`src/rtl/muldiv_unit.sv`:
```
// Iterative RV32M multiply/divide unit: shift-add multiply and restoring divide, one bit per
// cycle, with the result presented on register-file write-port outputs for one cycle.
module muldiv_unit #(
  parameter int unsigned DATA_W = 32
) (
  input  logic              clk,
  input  logic              reset,
  input  logic              start,
  input  logic [2:0]        funct3,
  input  logic [DATA_W-1:0] rs1_data,
  input  logic [DATA_W-1:0] rs2_data,
  input  logic [4:0]        rd_addr,
  output logic              busy,
  output logic              done,
  output logic              rg_wrt_en,
  output logic [4:0]        rg_wrt_addr,
  output logic [DATA_W-1:0] rg_wrt_data
);

  localparam int unsigned CntW = $clog2(DATA_W);

  typedef enum logic [1:0] {StIdle, StCalc, StDone} state_e;

  state_e              state_q, state_d;
  logic [CntW-1:0]     cnt_q, cnt_d;
  logic [2:0]          op_q, op_d;
  logic [4:0]          rd_q, rd_d;
  logic                neg_q, neg_d;
  logic [DATA_W-1:0]   opnd_q, opnd_d;
  logic [2*DATA_W-1:0] acc_q, acc_d;
  logic [DATA_W-1:0]   rem_q, rem_d;
  logic [DATA_W-1:0]   res_q, res_d;

  // Operand decode at issue
  logic              is_div, a_signed, b_signed, a_neg, b_neg, div_zero, div_ovf;
  logic [DATA_W-1:0] a_mag, b_mag;

  always_comb begin
    is_div   = funct3[2];
    a_signed = is_div ? !funct3[0] : (funct3 != 3'd3);
    b_signed = is_div ? !funct3[0] : !funct3[1];
    a_neg    = a_signed & rs1_data[DATA_W-1];
    b_neg    = b_signed & rs2_data[DATA_W-1];
    a_mag    = a_neg ? -rs1_data : rs1_data;
    b_mag    = b_neg ? -rs2_data : rs2_data;
    div_zero = is_div && (rs2_data == '0);
    div_ovf  = is_div && !funct3[0] && (rs1_data == {1'b1, {(DATA_W-1){1'b0}}}) &&
               (rs2_data == '1);
  end

  // One iteration of the selected algorithm
  logic [DATA_W:0]     add_hi, shifted;
  logic [DATA_W-1:0]   diff, quo_step, rem_step;
  logic                lt;
  logic [2*DATA_W-1:0] acc_step, prod;
  logic [DATA_W-1:0]   quo_fix, rem_fix, final_res;

  always_comb begin
    add_hi  = {1'b0, acc_q[2*DATA_W-1:DATA_W]} + {1'b0, opnd_q};
    shifted = {rem_q, acc_q[DATA_W-1]};
    lt      = shifted < {1'b0, opnd_q};
    // When no borrow, the true difference is below the divisor and fits in DATA_W bits
    diff     = shifted[DATA_W-1:0] - opnd_q;
    rem_step = lt ? shifted[DATA_W-1:0] : diff;
    quo_step = {acc_q[DATA_W-2:0], !lt};
    if (op_q[2]) begin
      acc_step = {acc_q[2*DATA_W-1:DATA_W], quo_step};
    end else if (acc_q[0]) begin
      acc_step = {add_hi, acc_q[DATA_W-1:1]};
    end else begin
      acc_step = {1'b0, acc_q[2*DATA_W-1:1]};
    end
    prod    = neg_q ? -acc_step : acc_step;
    quo_fix = neg_q ? -acc_step[DATA_W-1:0] : acc_step[DATA_W-1:0];
    rem_fix = neg_q ? -rem_step : rem_step;
    if (op_q[2]) begin
      final_res = op_q[1] ? rem_fix : quo_fix;
    end else begin
      final_res = (op_q[1:0] == 2'd0) ? prod[DATA_W-1:0] : prod[2*DATA_W-1:DATA_W];
    end
  end

  always_comb begin
    state_d = state_q;
    cnt_d   = cnt_q;
    op_d    = op_q;
    rd_d    = rd_q;
    neg_d   = neg_q;
    opnd_d  = opnd_q;
    acc_d   = acc_q;
    rem_d   = rem_q;
    res_d   = res_q;
    unique case (state_q)
      StIdle: begin
        if (start) begin
          op_d   = funct3;
          rd_d   = rd_addr;
          cnt_d  = '0;
          // Remainder follows the dividend; product and quotient follow the sign mismatch
          neg_d  = (is_div && funct3[1]) ? a_neg : (a_neg ^ b_neg);
          opnd_d = is_div ? b_mag : a_mag;
          acc_d  = {{DATA_W{1'b0}}, (is_div ? a_mag : b_mag)};
          rem_d  = '0;
          if (div_zero) begin
            res_d   = funct3[1] ? rs1_data : '1;
            state_d = StDone;
          end else if (div_ovf) begin
            res_d   = funct3[1] ? '0 : rs1_data;
            state_d = StDone;
          end else begin
            state_d = StCalc;
          end
        end
      end
      StCalc: begin
        acc_d = acc_step;
        rem_d = rem_step;
        cnt_d = cnt_q + 1'b1;
        if (cnt_q == CntW'(DATA_W - 1)) begin
          res_d   = final_res;
          state_d = StDone;
        end
      end
      StDone:  state_d = StIdle;
      default: state_d = StIdle;
    endcase
  end

  always_ff @(posedge clk or posedge reset) begin
    if (reset) begin
      state_q <= StIdle;
      cnt_q   <= '0;
      op_q    <= '0;
      rd_q    <= '0;
      neg_q   <= 1'b0;
      opnd_q  <= '0;
      acc_q   <= '0;
      rem_q   <= '0;
      res_q   <= '0;
    end else begin
      state_q <= state_d;
      cnt_q   <= cnt_d;
      op_q    <= op_d;
      rd_q    <= rd_d;
      neg_q   <= neg_d;
      opnd_q  <= opnd_d;
      acc_q   <= acc_d;
      rem_q   <= rem_d;
      res_q   <= res_d;
    end
  end

  always_comb begin
    busy        = (state_q != StIdle);
    done        = (state_q == StDone);
    rg_wrt_en   = done && (rd_q != 5'd0);
    rg_wrt_addr = rd_q;
    rg_wrt_data = res_q;
  end

endmodule

```
`config.mk`:
```
export PLATFORM = sky130hd
export DESIGN_NAME = muldiv_unit
export DESIGN_NICKNAME = d
export VERILOG_FILES = /design/src/rtl/muldiv_unit.sv
export SDC_FILE = /design/constraint.sdc
export NUM_CORES = 1
export LEC_CHECK = 0
export ABC_AREA = 1
export BUFFER_PORTS_ARGS = -buffer_cell sky130_fd_sc_hd__buf_4
export CORE_MARGIN = 1.5
export CORE_UTILIZATION = 30
export DETAILED_ROUTE_END_ITERATION = 10
export PLACE_DENSITY = 0.47
export REMOVE_ABC_BUFFERS = 1
export SLEW_MARGIN = 20
export SYNTH_ARGS = -nofsm -noshare
export SYNTH_HDL_FRONTEND = slang
export SYNTH_SLANG_ARGS = --single-unit
```
`constraint.sdc`:
```
create_clock -name clk -period 4.4 [get_ports clk]
set_clock_uncertainty 0.05 [all_clocks]
set_input_delay 0 -clock clk [delete_from_list [all_inputs] [get_ports clk]]
set_output_delay 0 -clock clk [all_outputs]
set_load 0.02 [all_outputs]
```
==> results summary, run 1 <==
The tightest min-delay check is of the primary input to register type. Counting distinct cell types in the post-synthesis netlist gives 60. Global routing used 29.2% of the available tracks across all layers. At the pin with the least slew margin, the transition time is 909 ps. For this run, the slowest stage of the critical path takes 490 ps. The via count of the first global-routing pass came out at 22277.

The post-detailed-route DRC marker count is 0. The initial standard-cell utilization of the core came out at 30.2%. The final-layout fill cell count is 7640.

The clock network is responsible for 7.8% of the overall power. Clock latency on the worst-skew pair, taken at its later pin, is 520 ps. The number of nets in the layout is 3803.

The number of enable-type register cells in the synthesized netlist is 0. The ratio of final minimum period to clock period came out at 94.7%. In the routed layout, each cell is associated on average with a via count of 5.27. The biggest area contributor in the post-synthesis netlist is sky130_fd_sc_hd__nand2_1.

Traced cell by cell, the critical path runs through inv_1 -> ha_1 -> nand2_1 -> nand2_1 -> nand2_1 -> nand2_1 -> nand2_1 -> nand3_2 -> nand2_1 -> nand2_2 -> nand2_4 -> nand3_1 -> nand2_1 -> nand2_1 -> inv_1 -> nand3_1 -> o21ai_0 -> or2_2 -> nand3_1 -> a21oi_1 -> o21ai_1. The minimum clock period came out at 4170 ps. The run finished with clean final reports. The share of the synthesized area in the top cell type came out at 21.8%.

The total CTS buffers is 17. The total number of yosys warnings came out at 0. Counting flops and latches in the post-synthesis netlist gives 176. The switching power share of the total is 62.0%. The number of antenna violations at the first check in global routing came out at 1.

The max-slew violation count is 0. The library cell used most frequently in the layout, excluding fill and tap cells, is sky130_fd_sc_hd__nand2_1. The arrival time of the worst setup path is 4510 ps. At the worst endpoint, the required time is 4740 ps.

The fraction of final layout cells sized beyond drive strength 1 is 9.19%. The clock slew at the register clock pins of the worst setup and hold paths is 90 ps. In the synthesized netlist, the number of instances is 3507. The count of nets left with antenna violations once routing finished came out at 0.

The maximum buffer depth of the clock tree is 2. The total routed wirelength came out at 102000 microns. The count of input and output buffers is 114.

Max-cap violations in this run came to 0. The number of hold violations in the final report is 0. Routability-driven placement finished with a final weighted congestion of 0.983. The total of endpoints with negative setup slack in the final report is 0.

The worst pin sits at a relative slew slack of 39.0%. The most frequent cell on the critical path is sky130_fd_sc_hd__nand2_1. Setup repair after global routing left no endpoint under its margin. TritonCTS built the clock tree. The capturing point of the worst reg2reg path is rg_wrt_data[11].

The area enclosed by the die boundary is 69100 sq um. After the first detailed-routing iteration, the DRC count stood at 2503. For hold timing, the worst endpoint is acc_q[12]. The most used flip-flop cell after synthesis is sky130_fd_sc_hd__dfrtp_1. The largest net degree at the start of global routing came out at 127. The proportion of power drawn by flip-flops and latches is 13.9%. The combinational cell fraction of total power is 78.3%. The start-to-end type of the worst setup path is register to register.

The largest fanout on the critical path came out at 15. The die outline width is 263 microns. The total congestion overflow is 0.

115 I/O pins were placed. Yosys attributes the largest share of cell area to sky130_fd_sc_hd__nand2_1 22%, sky130_fd_sc_hd__dfrtp_1 22%, sky130_fd_sc_hd__inv_1 9.1%. The first-pass iteration count of the detailed router came out at 6. The worst setup path is captured at a register. The power density over cell area is 941 nW/um^2. The share of async-settable or async-resettable flops after synthesis is 100%.

The total number of vias came out at 23947. The leakage component of the power came out at 11.9 nW. The startpoint identified for the worst register-to-register timing path is opnd_q[2]. The internal power summed over all cells is 8.43 mW. The maximum level of the CTS H-tree is 4. A synthesized cell averages 5.78 sq um.

The highest ir drop seen on vdd came out at 0.785 mV. The start point of the worst min-delay path is rs2_data[12]. Leaving out fill and tap cells, the most frequent cells in the layout are 1176 x sky130_fd_sc_hd__nand2_1, 487 x sky130_fd_sc_hd__inv_1, 310 x sky130_fd_sc_hd__nor2_1. The floorplan has 95 rows. The count of placed standard cells in the final layout, fillers left out came out at 4544. The die height came out at 263 microns. The floorplan step defined a core boundary enclosing 67000 sq um. Across all register-to-register paths, the minimum setup slack is 230 ps. The logic depth of the worst register-to-register path is 21. The library cell contributing the largest single delay on the critical path is sky130_fd_sc_hd__dfrtp_1. STA classifies the critical path startpoint as a register.

The cell count after placement came out at 4452. The maximum clock frequency is 240 MHz. The worst hold margin came out at 34.3 ps.

After detailed routing, the average wire length per cell comes to 22.5 microns. The number of sinks handled by clock tree synthesis is 176. The first-pass GRT wire length came out at 150000 microns. From synthesis to final layout, the design area changed by 16.5%.

Of the synthesized area, sequential elements account for 21.7%. CTS placed an instance of sky130_fd_sc_hd__clkbuf_16 at the clock tree root. The cell area that synthesis handed to floorplanning was 20300 sq um.

In this run the power spent charging and discharging nets is 13.8 mW. The HPWL reported at the end of detailed placement is 82700 microns. Counting instances, the worst hold path has a depth of 6.
-- repair_timing --
item                       4_1_cts  5_1_grt
hold endpoints to repair       168        0
gates resized for setup          2        9
setup endpoints to repair        1       18
setup buffers                    0        1
hold buffers                    57        0
pin swaps                        0        1
-- synth_stat cells (all sizes together), types with 13 or more instances --
cell type / instances
nand4: 54
nand3: 313
a21oi: 144
a31oi: 28
o221ai: 13
nand2: 1189
xor2: 77
buf: 50
o2111ai: 22
ha: 70
nor3: 45
nor2: 325
dfrtp: 176
o211ai: 43
o21ai: 213
inv: 499
o22ai: 51
xnor2: 26
clkbuf: 88
or2: 19
-- power groups by stage --
stage / clock network [mW] / registers, mW / logic [mW]
2_1_floorplan: 0 / 3.11 / 10.1
3_3_place_gp: 0 / 3.09 / 16.9
4_1_cts: 1.78 / 3.05 / 17.0
3_5_place_dp: 0 / 3.08 / 16.8
6_report: 1.74 / 3.08 / 17.4
5_1_grt: 1.83 / 3.14 / 18.9
-- state kept, by name (all words and copies together) (netlist names) --
name         flops
neg_q            1
state_q          2
acc_q           64
cnt_q            5
op_q             3
opnd_q          32
rg_wrt_data     32
rem_q           32
rg_wrt_addr      5
-- routing by layer --
metal | vias up | share of wire [%] | track usage [%] | routed length (microns)
met5 | - | 0 | 0 | 0
met4 | 0 | 3.4 | 10.4 | 3420
met3 | 105 | 6.8 | 3.77 | 6970
met2 | 916 | 43 | 43.6 | 43400
met1 | 11289 | 47 | 42.5 | 48300
li1 | 11637 | - | - | -
-- how the worst max path moves through the flow --
| stage | start | to | slack (ps) | cells after the start |
|---|---|---|---|---|
| 6_report | opnd_q[2] | rg_wrt_data[11] | 230 | 21 |
| 5_1_grt | opnd_q[17] | rg_wrt_data[16] | 10 | 24 |
| 4_1_cts | opnd_q[20] | rg_wrt_data[31] | 50 | 23 |
| 3_5_place_dp | opnd_q[18] | rg_wrt_data[15] | 0.7 | 22 |
| 3_3_place_gp | opnd_q[20] | rg_wrt_data[15] | -100 | 22 |
| 2_1_floorplan | op_q[2] | rg_wrt_data[17] | -1490 | 15 |
-- cell families after synthesis --
logic type,after synthesis,synth area share [%]
buffers and inverters,639,12.6
adder cells (fa/ha/maj),72,4.52
AND/OR/NAND/NOR,1975,41.0
AO/OA/AOI/OAI,541,15.7
multiplexers,1,0.0494
flip-flops,176,21.7
XOR/XNOR,103,4.45
-- layout make-up --
| class | instances | area (sq um) | share of cell area [%] |
|---|---|---|---|
| multi-input cells | 2692 | 13400 | 56.6 |
| clock buffers | 18 | 429 | 1.82 |
| clock inverters | 14 | 198 | 0.838 |
| diodes | 2 | 5.00 | 0.0212 |
| flip-flops and latches | 176 | 4410 | 18.7 |
| inverters | 501 | 1890 | 8.02 |
| repair buffers | 268 | 2200 | 9.35 |
| well taps | 873 | 1090 | 4.63 |
-- worst max-delay path: cells and delay by family (launching register included) --
kind	cells	cell delay (ps)
and+or+nand+nor	15	1960
AOI/OAI and AO/OA	3	870
DFF	1	490
adders and majority gates	1	400
buffers and inverters	2	270
-- metrics by stage --
step | total power, mW | utilization, % | worst slack [ps] | setup TNS, ps | area, sq um
final | 22.2 | 35.2 | 232 | 0 | 23600
after floorplan | 13.2 | - | -1490 | -187200 | 19600
after global routing | 23.9 | 35.2 | 10.7 | 0 | 23600
after detailed placement | 19.8 | 33.3 | 0.723 | 0 | 22300
after global placement | 20.0 | 33.3 | -98.1 | -128 | 22300
after CTS | 21.8 | 35.1 | 54.7 | 0 | 23500
Note: power is estimated with default switching activity, not from simulation.
==> run 2: changes to the inputs <==
- PLACE_DENSITY: 0.47 -> default
==> run 2 against run 1 <==
Effect of this change: worst setup slack worse by 45 ps; die area unchanged; register-to-register slack worse by 40 ps; utilization fell by 0.20 points; design area is 0.57% lower; flip-flop and latch count unchanged; routed wire length down 3.5%; global-route usage down 1.2 points; hold slack got worse by 16 ps; critical path type unchanged; largest cell class unchanged.
==> results summary, run 2 (synthesis gave the netlist of run 1 again) <==
The run finished with clean final reports. The detail-routed via count per cell came out at 5.42. The total number of vias is 24607. The number of sinks handled by clock tree synthesis is 176.

Clock latency on the worst-skew pair, taken at its later pin, is 520 ps. The number of antenna violations at the first check in global routing is 6. The worst setup path is captured at a register. The number of maximum-capacitance violations is 0. Global routing used 27.9% of the available tracks across all layers. The worst setup path is of the register to register kind.

The fraction of final layout cells sized beyond drive strength 1 is 9.07%. The power density over cell area is 923 nW/um^2. The worst register-to-register path has a setup slack of 190 ps. The die is 263 microns tall. The post-CTS setup buffer count came out at 0. The count of placed standard cells in the final layout, fillers left out came out at 4536. The number of hold violations in the final report is 0. The power dissipated by switching net loads is 13.5 mW. The floorplan core area came out at 67000 sq um. After clock tree synthesis, the clock-pin slew on the worst setup and hold paths is 70 ps.

The first-pass GRT wire length is 145000 microns. The clock power share came out at 7.1%. The total of endpoints with negative setup slack in the final report came out at 0.

Once placement finished, the instance area stood at 22300 sq um. The number of DRC markers after the initial detailed-route iteration came out at 2782. The HPWL reported at the end of detailed placement came out at 78600 microns.

Global routing finished with a remaining overflow of 0. Routed signal wires occupy layers up through met5. Static timing analysis puts the maximum clock frequency at 237 MHz. The commonest non-fill, non-tap cell in the layout is sky130_fd_sc_hd__nand2_1. TritonCTS built the clock tree. The ratio of final minimum period to clock period came out at 95.7%. The first-pass iteration count of the detailed router is 8. Net switching is 62.4% of the power. Setup repair after global routing could not meet its margin everywhere. Tracing the worst setup path back leads to its startpoint at acc_q[42]. The maximum buffer depth of the clock tree is 2. The proportion of power drawn by flip-flops and latches is 14.1%. The count of input and output buffers came out at 114. The register with the most flip-flops in the layout has 64 of them. The logic depth of the worst register-to-register path came out at 20. For this run, the post-layout net count is 3797. The final-layout fill cell count came out at 7631. The tree is rooted in a sky130_fd_sc_hd__clkbuf_16. In this run the horizontal extent of the chip is 263 microns.

The worst-case IR drop observed on VDD is 0.568 mV. Compared with the post-synthesis result, the final layout area differs by 15.8%. The via count of the first global-routing pass is 22539. The leakage component of the power is 11.8 nW. The H-tree generated during clock tree synthesis spans 4 levels. The total CTS buffers is 17. STA classifies the critical path startpoint as a register.

The placement row count is 95. The total length of routed met3 wires is 9800 microns. The critical path capture point is rg_wrt_data[29].

The transition at the pin with the smallest max-transition slack is 1170 ps. The setup TNS came out at 0 ps. For the worst setup path, the data required time is 4760 ps. Once the floorplan was initialized, standard cells occupied 30.2% of the core.

The largest fanout on the critical path is 5. The worst slew slack as a fraction of its limit came out at 21.9%. The largest net degree at the start of global routing came out at 105. The combinational cell fraction of total power is 78.8%. Internal power comes to 8.14 mW. Measured on the finished design, the core utilization comes to 35.0%. The pre-CTS setup slack came out at 162 ps. The capturing point of the worst reg2reg path is rg_wrt_data[29]. The final weighted congestion of routability-driven global placement is 1.05. 115 I/O pins were placed.

The worst register-to-register path begins at acc_q[42]. Dividing the detail-routed wire length by the instance count gives 21.7 microns. STA puts the critical path data arrival time at 4570 ps. The cell count after placement is 4446. For this run, design rule violations remaining after detail routing come to 0. The path class of the tightest hold or removal check is primary input to register. The final setup slack of the worst path came out at 188 ps. The area of all placed cells without fillers is 23500 sq um.

The max-slew violation count came out at 0. In this run the remaining antenna-violating nets after routing total 0. The total routed wirelength came out at 98500 microns. Summed over all nets, wire length on met2 after detailed routing comes to 41800 microns.

The library cells used most frequently in the layout, excluding fill and tap cells, are 1176 x sky130_fd_sc_hd__nand2_1, 487 x sky130_fd_sc_hd__inv_1, 308 x sky130_fd_sc_hd__nor2_1. The die covers 69100 sq um. In the final routing, the length of wire on met1 measures 42300 microns. More flip-flops sit in one register than any other, and that register is acc_q. The minimum clock period is 4210 ps.
[run 2: changes by cell type in the layout (fill, tap and decap cells not counted), sizes merged]
cell and change:
buf -7, bufinv -3, clkbuf +5, clkinvlp +1, dlygate4sd3 +1, inv -5
[run 2: worst min-delay path by stage]
stage               cells past startpoint         start  slack [ps]         endpoint
floorplan                               2    rd_addr[0]          60   rg_wrt_addr[0]
global route                            3  rs2_data[14]          20       opnd_q[14]
finish                                  3  rs2_data[14]          20       opnd_q[14]
global placement                        2         reset         150   rg_wrt_addr[0]
CTS                                     6     funct3[1]           5  rg_wrt_data[16]
detailed placement                      2         reset         150   rg_wrt_addr[4]
[run 2: metal layers]
metal	up-vias	global-route usage (%)
li1	11613	-
met1	11470	37.6
met2	1307	42.1
met3	207	6.90
met4	10	12.3
met5	-	0
[run 2: final cells by class]
cell class	instances	area, sq um	share of cell area, %
Timing Repair Buffer	262	2170	9.25
Multi-Input combinational cell	2692	13300	56.9
Clock inverter	7	56.3	0.240
Sequential cell	176	4420	18.8
Antenna cell	2	5.00	0.0213
Clock buffer	23	478	2.04
Tap cell	873	1090	4.66
Inverter	501	1890	8.06
[run 2: what timing repair did]
action	4_1_cts	5_1_grt
endpoints found under the setup margin	0	19
endpoints found under the hold margin	165	0
resized for setup	0	19
hold buffers	58	0
[run 2: power groups by stage]
stage,clock network (mW),logic [mW],registers [mW]
after floorplan,0,10.1,3.11
final,1.54,17.1,3.05
after detailed placement,0,16.4,3.02
after global routing,1.61,18.5,3.09
after global placement,0,16.5,3.02
after CTS,1.56,16.5,3.00
[run 2: stage by stage]
step | hold WS [ps] | power, mW
after global placement | 146 | 19.5
final | 17.8 | 21.6
after CTS | 4.78 | 21.1
after floorplan | 59.6 | 13.2
after global routing | 24.6 | 23.2
after detailed placement | 148 | 19.4
[run 2: critical path: stages, from the launching register on]
cell	delay, ps
sky130_fd_sc_hd__dfrtp_1	460
sky130_fd_sc_hd__ha_1	470
sky130_fd_sc_hd__nand2_1	160
sky130_fd_sc_hd__nor2_1	380
sky130_fd_sc_hd__nand3_1	240
sky130_fd_sc_hd__nand4_1	130
sky130_fd_sc_hd__nand3_1	160
sky130_fd_sc_hd__nand2_1	120
sky130_fd_sc_hd__nand2_1	70
sky130_fd_sc_hd__inv_1	190
sky130_fd_sc_hd__nand2_1	130
sky130_fd_sc_hd__nor2_1	350
sky130_fd_sc_hd__nand2_1	150
sky130_fd_sc_hd__nor2_1	300
sky130_fd_sc_hd__nand3_1	150
sky130_fd_sc_hd__nand3_1	100
sky130_fd_sc_hd__nand3_1	120
sky130_fd_sc_hd__nand2_1	120
sky130_fd_sc_hd__nand3_1	90
sky130_fd_sc_hd__nand2_1	110
sky130_fd_sc_hd__nand2_1	50
